<file path="config.mk">
export PLATFORM = sky130hd
export DESIGN_NAME = fifo_burst_reader_flat
export DESIGN_NICKNAME = d
export VERILOG_FILES = /design/src/rtl/fifo_burst_reader_if.sv /design/src/rtl/fifo_burst_reader.sv /design/src/flat_wrapper.sv
export SDC_FILE = /design/constraint.sdc
export NUM_CORES = 1
export LEC_CHECK = 0
export CORE_ASPECT_RATIO = 1.75
export CORE_UTILIZATION = 44
export CTS_CLUSTER_SIZE = 40
export DETAILED_ROUTE_END_ITERATION = 10
export MAX_ROUTING_LAYER = met4
export PLACE_DENSITY = 0.82
export SYNTH_ARGS = -nofsm -noshare
export SYNTH_HDL_FRONTEND = slang
export SYNTH_SLANG_ARGS = --single-unit
</file>
<file path="constraint.sdc">
create_clock -name clk -period 1.54 [get_ports clk]
set_input_delay 0.154 -clock clk [delete_from_list [all_inputs] [get_ports clk]]
set_output_delay 0.154 -clock clk [all_outputs]
set_load 0.005 [all_outputs]
</file>
<file path="src/rtl/fifo_burst_reader_if.sv">
// FIFO read-side and output stream bundle for fifo_burst_reader.
// A beat transfers on a rising edge where m_valid & m_ready; m_data/m_last hold while m_valid & ~m_ready.
interface fifo_burst_reader_if #(
    parameter int DATA_WIDTH = 16,
    parameter int ADDR_WIDTH = 4
);
    logic [DATA_WIDTH-1:0] fifo_rd_data;
    logic                  fifo_empty;
    logic [ADDR_WIDTH:0]   fifo_count;
    logic                  fifo_rd_en;
    logic [DATA_WIDTH-1:0] m_data;
    logic                  m_valid;
    logic                  m_last;
    logic                  m_ready;

    modport master (
        input  fifo_rd_data, fifo_empty, fifo_count, m_ready,
        output fifo_rd_en, m_data, m_valid, m_last
    );

    modport slave (
        output fifo_rd_data, fifo_empty, fifo_count, m_ready,
        input  fifo_rd_en, m_data, m_valid, m_last
    );
endinterface

</file>
<file path="src/rtl/fifo_burst_reader.sv">
// Drains a first-word fall-through FIFO in fixed-length bursts onto a valid/ready stream,
// releasing short bursts on timeout or flush so no data strands in the FIFO.
module fifo_burst_reader #(
    parameter int DATA_WIDTH = 16,
    parameter int ADDR_WIDTH = 4,
    parameter int BURST_LEN  = 4,
    parameter int TIMEOUT    = 64
) (
    input  logic                 clk,
    input  logic                 rst,
    fifo_burst_reader_if.master  bus,
    input  logic                 flush,
    output logic                 busy,
    output logic [15:0]          burst_count,
    output logic [1:0]           dbg_state
);
    typedef enum logic [1:0] {
        IDLE  = 2'd0,
        BURST = 2'd1,
        LAST  = 2'd2
    } state_t;

    localparam int              CW          = ADDR_WIDTH + 1;
    localparam logic [CW-1:0]   BURST_BEATS = CW'(BURST_LEN);
    localparam bit              TIMEOUT_EN  = (TIMEOUT != 0);
    localparam logic [15:0]     TIMEOUT_LIM = TIMEOUT_EN ? 16'(TIMEOUT - 1) : 16'd0;

    state_t                state_q, state_d;
    logic [CW-1:0]         beats_q;
    logic [15:0]           timer_q;
    logic                  flush_q;
    logic [DATA_WIDTH-1:0] head;
    logic                  has_data, full, short_due;
    logic                  go, pop, done;

    assign head      = bus.fifo_rd_data;
    assign has_data  = (bus.fifo_count != '0);
    assign full      = (bus.fifo_count >= BURST_BEATS);
    assign short_due = has_data && (flush_q || (TIMEOUT_EN && (timer_q >= TIMEOUT_LIM)));

    always_comb begin
        state_d = state_q;
        go      = 1'b0;
        pop     = 1'b0;
        done    = 1'b0;
        case (state_q)
            IDLE: begin
                if (full || short_due) begin
                    go      = 1'b1;
                    state_d = BURST;
                end
            end
            BURST: begin
                pop = (beats_q != '0) && !bus.fifo_empty && (!bus.m_valid || bus.m_ready);
                if (pop && (beats_q == CW'(1))) begin
                    state_d = LAST;
                end
            end
            LAST: begin
                if (bus.m_valid && bus.m_ready) begin
                    done    = 1'b1;
                    state_d = IDLE;
                end
            end
            default: state_d = IDLE;
        endcase
    end

    assign bus.fifo_rd_en = pop;
    assign busy           = (state_q != IDLE);
    assign dbg_state      = state_q;

    always_ff @(posedge clk or posedge rst) begin
        if (rst) begin
            state_q     <= IDLE;
            beats_q     <= '0;
            timer_q     <= '0;
            flush_q     <= 1'b0;
            bus.m_data  <= '0;
            bus.m_valid <= 1'b0;
            bus.m_last  <= 1'b0;
            burst_count <= '0;
        end else begin
            state_q <= state_d;
            // A new flush request wins over consumption of an older one in the same cycle.
            flush_q <= flush || (flush_q && !((state_q == IDLE) && (!has_data || go)));

            if ((state_q == IDLE) && has_data && !full && !go) begin
                if (timer_q != 16'hFFFF) begin
                    timer_q <= timer_q + 16'd1;
                end
            end else begin
                timer_q <= '0;
            end

            if (go) begin
                beats_q <= full ? BURST_BEATS : bus.fifo_count;
            end else if (pop) begin
                beats_q <= beats_q - CW'(1);
            end

            if (pop) begin
                bus.m_data  <= head;
                bus.m_valid <= 1'b1;
                bus.m_last  <= (beats_q == CW'(1));
            end else if (bus.m_valid && bus.m_ready) begin
                bus.m_valid <= 1'b0;
                bus.m_last  <= 1'b0;
            end

            if (done) begin
                burst_count <= burst_count + 16'd1;
            end
        end
    end
endmodule

</file>
<file path="src/flat_wrapper.sv">
// flat-port wrapper written by rule: the top's interface ports become plain ports
module fifo_burst_reader_flat 
#(
    parameter int DATA_WIDTH = 16,
    parameter int ADDR_WIDTH = 4,
    parameter int BURST_LEN  = 4,
    parameter int TIMEOUT    = 64
)
  (clk, rst, flush, busy, burst_count, dbg_state, bus_fifo_rd_data, bus_fifo_empty, bus_fifo_count, bus_m_ready, bus_fifo_rd_en, bus_m_data, bus_m_valid, bus_m_last);
  fifo_burst_reader_if #(.DATA_WIDTH(DATA_WIDTH), .ADDR_WIDTH(ADDR_WIDTH)) bus_i ();
  input  logic clk;
  input  logic rst;
  input  logic flush;
  output logic busy;
  output logic [15:0] burst_count;
  output logic [1:0] dbg_state;
  input wire logic [$bits(bus_i.fifo_rd_data)-1:0] bus_fifo_rd_data;
  input wire logic [$bits(bus_i.fifo_empty)-1:0] bus_fifo_empty;
  input wire logic [$bits(bus_i.fifo_count)-1:0] bus_fifo_count;
  input wire logic [$bits(bus_i.m_ready)-1:0] bus_m_ready;
  output wire logic [$bits(bus_i.fifo_rd_en)-1:0] bus_fifo_rd_en;
  output wire logic [$bits(bus_i.m_data)-1:0] bus_m_data;
  output wire logic [$bits(bus_i.m_valid)-1:0] bus_m_valid;
  output wire logic [$bits(bus_i.m_last)-1:0] bus_m_last;
  assign bus_i.fifo_rd_data = bus_fifo_rd_data;
  assign bus_i.fifo_empty = bus_fifo_empty;
  assign bus_i.fifo_count = bus_fifo_count;
  assign bus_i.m_ready = bus_m_ready;
  assign bus_fifo_rd_en = bus_i.fifo_rd_en;
  assign bus_m_data = bus_i.m_data;
  assign bus_m_valid = bus_i.m_valid;
  assign bus_m_last = bus_i.m_last;
  fifo_burst_reader #(.DATA_WIDTH(DATA_WIDTH), .ADDR_WIDTH(ADDR_WIDTH), .BURST_LEN(BURST_LEN), .TIMEOUT(TIMEOUT)) u_core (.clk(clk), .rst(rst), .bus(bus_i), .flush(flush), .busy(busy), .burst_count(burst_count), .dbg_state(dbg_state));
endmodule
</file>
==> flow_metrics.tcl <==
set metrics [dict create \
    detailedPlace.worstSlack_ns -0.430 \
    final_nets 409 \
    tritoncts.num_buffers 9 \
    post_route_cells_drive_above_1_share_pct 31.3 \
    core-area_um2 5540 \
    ios 64 \
    leakage_nw 1.91 \
    area_delta_synth_final_pct 65.3 \
    min_path_type "in2async" \
    clk-insertion-delay-late_ns 0.33 \
    finalClockSkew_ns 0.00365 \
    cts_sinks 58 \
    ff_latch_area_um2 1450 \
    synth-seq-cells 58 \
    track_usage_pct 24.5 \
    power_per_cell_area_nw_per_um2 1320 \
    edff_count_synth 0 \
    max_cap_violations 0 \
    share_of_the_core_filled_with_cells_in_the_final_layout_pct 74.6 \
    synthArstFlopShare_pct 100 \
    routedWlPerCell_um 14.6 \
    dieHeight_um 102 \
    synth_top_cells_by_area "dfrtp_1, nand2_1, xor2_1" \
    largest_net_degree_at_the_start_of_global_routing 28 \
    worst_setup_hold_path_clk_slew_ns 0.06 \
    grt_remaining_overflow 0 \
    cts_max_level 3 \
    endpoint_kind "output port" \
    detail_route.vias_per_cell 5.05 \
    antenna_found_initial 0 \
    port_buf_inserts 63 \
    yosys-top-cells-count "nand2_1, dfrtp_1, nor2_1" \
    vdd.ir_drop.worst_uv 1060 \
    max_clk_rate_ghz 0.582 \
    place.detailed.hpwl_mm 4.20 \
    timing.critical_path.arrival_ns 1.56 \
    placementRows 36 \
    first_global_vias 2291 \
    tritoncts "built" \
    cts_hold_buf 0 \
    synth_sequential_area_ratio_pct 58.0 \
    failed_checks "setup timing" \
    worstSetupPathType "reg2out" \
    synth_area_per_cell_um2 10.2 \
    finalWirelength_mm 6.67 \
    setup_slack_ns -0.177 \
    worst-path-max-fanout 3 \
    synthCells 245 \
    synth.most_common_cell "nand2_1" \
    antennaDiodeCount 0 \
    status "finished, violations left" \
    via_count 2302 \
    ys.flop_type "dfrtp_1" \
    detail_route.iter0.violations 88 \
    grt_setup_unrepaired "true" \
    finalPower_mw 5.47 \
    report.final.slew_viol_count 0 \
    hold_violations 0 \
    multiInputGateArea_um2 1260 \
    synth_area_um2 2500 \
    top_cell_type_s_share_of_synthesized_area_pct 58.0 \
    clk_path_buf_depth 2 \
    clk_root_buffer_cell "clkbuf_8" \
    data_required_time_at_the_worst_endpoint_ns 1.39 \
    synth.lib_cells_used.distinct 43 \
    ys_warn_count 0 \
    drt_first_pass_iters 4 \
    antenna_left 0 \
    timing.final.crit_period_ns 1.72 \
    synthDominantAreaCellType "dfrtp_1" \
    grt_first_pass_wirelength_mm 10.5 \
    final-setup-viol-count 29 \
    die_width_um 59.0 \
    crit_path_start_kind "register" \
    initial_core_util_pct 45.2 \
    drc 0 \
    die-area_um2 6000 \
    final.fill_count 381 \
    place.gp.congestion 0.778 \
    final.period_utilization_pct 111 \
]
cell type report:
type                    count  area share (%)
clock buffers              13            3.84
inverters                   6           0.635
multi-input cells         183            30.6
flip-flops and latches     58            35.2
well taps                  76            2.30
repair buffers            120            27.5
worst max-delay path, stage by stage (launching register included):
cell,delay (ns)
dfrtp_1,0.39
nor2b_1,0.14
a2111o_1,0.49
inv_2,0.10
buf_2,0.11
stage by stage:
| step | hold slack [ns] | instance area, um2 | TNS [ns] | instances |
|---|---|---|---|---|
| floorplan | 0.246 | 2610 | -0.503 | 254 |
| global route | 0.176 | 4140 | -3.93 | 456 |
| CTS | 0.159 | 3920 | -1.07 | 449 |
| detailed placement | 0.457 | 3580 | -7.76 | 423 |
| finish | 0.165 | 4140 | -1.49 | 456 |
| global placement | 0.458 | 3580 | -6.43 | 423 |
power by group:
part           switching, mW  total, mW  internal (mW)  leakage [nW]
combinational          0.954       2.22           1.26          1.10
clock                  0.530       1.18          0.645        0.0815
sequential             0.228       2.07           1.85         0.738
total                   1.71       5.47           3.76          1.91
metal layers:
layer  up-vias  share of wire, %  GRT usage (%)
met4         0               2.4           11.2
li1       1087                 -              -
met5         -                 0              -
met3        14               4.2           6.00
met1      1131                38           26.1
met2        70                55           41.8
state kept, by name (all words and copies together) (netlist names):
name,cells
u_core.timer_q,16
u_core.dbg_state,2
u_core.beats_q,5
u_core.burst_count,16
u_core.bus.m_last,1
u_core.bus.m_valid,1
u_core.bus.m_data,16
u_core.flush_q,1
placed cells by master (no fill, tap or decap), types with 4 or more instances in the layout:
master,count
clkbuf_8,11
dfrtp_1,56
xnor2_1,7
nand2b_1,4
nand4_1,8
nor3_2,4
nor2_1,8
xor2_1,8
a21oi_2,5
conb_1,10
clkdlybuf4s50_1,59
buf_4,44
buf_6,10
nand2_1,62
nand2_2,6
repair_timing:
action                     in CTS  in global routing
setup buffers                  11                 10
resized for setup              29                 39
cloned                          2                  0
pin swaps                      11                 23
setup endpoints to repair      23                 45
path summary, 6_finish.rpt:
path | slack, ns | endpoint | cells past startpoint | start
hold reg to reg | 0.47 | u_core.burst_count[15]$_DFFE_PP0P_ | 1 | u_core.burst_count[15]$_DFFE_PP0P_
min in group clk | 0.34 | u_core.bus.m_data[4]$_DFFE_PP0P_ | 3 | bus_fifo_rd_data[4]
setup reg to reg | -0.17 | u_core.beats_q[4]$_DFFE_PP0P_ | 5 | u_core.bus.m_valid$_DFFE_PP0P_
setup / recovery | -0.18 | bus_fifo_rd_en | 4 | u_core.bus.m_valid$_DFFE_PP0P_
max in group asynchronous | 0.92 | u_core.timer_q[3]$_DFFE_PP0P_ | 3 | rst
hold / removal | 0.16 | u_core.beats_q[3]$_DFFE_PP0P_ | 2 | rst
kinds of logic after synthesis:
logic type | share of synthesized area, %
DFF | 58.0
AOI/OAI and AO/OA | 6.15
other | 0.150
adders and majority gates | 2.50
buffers and inverters | 2.30
and+or+nand+nor | 24.4
muxes | 0.850
xor gates and xnor gates | 5.60
Note: power is estimated with default switching activity, not from simulation.
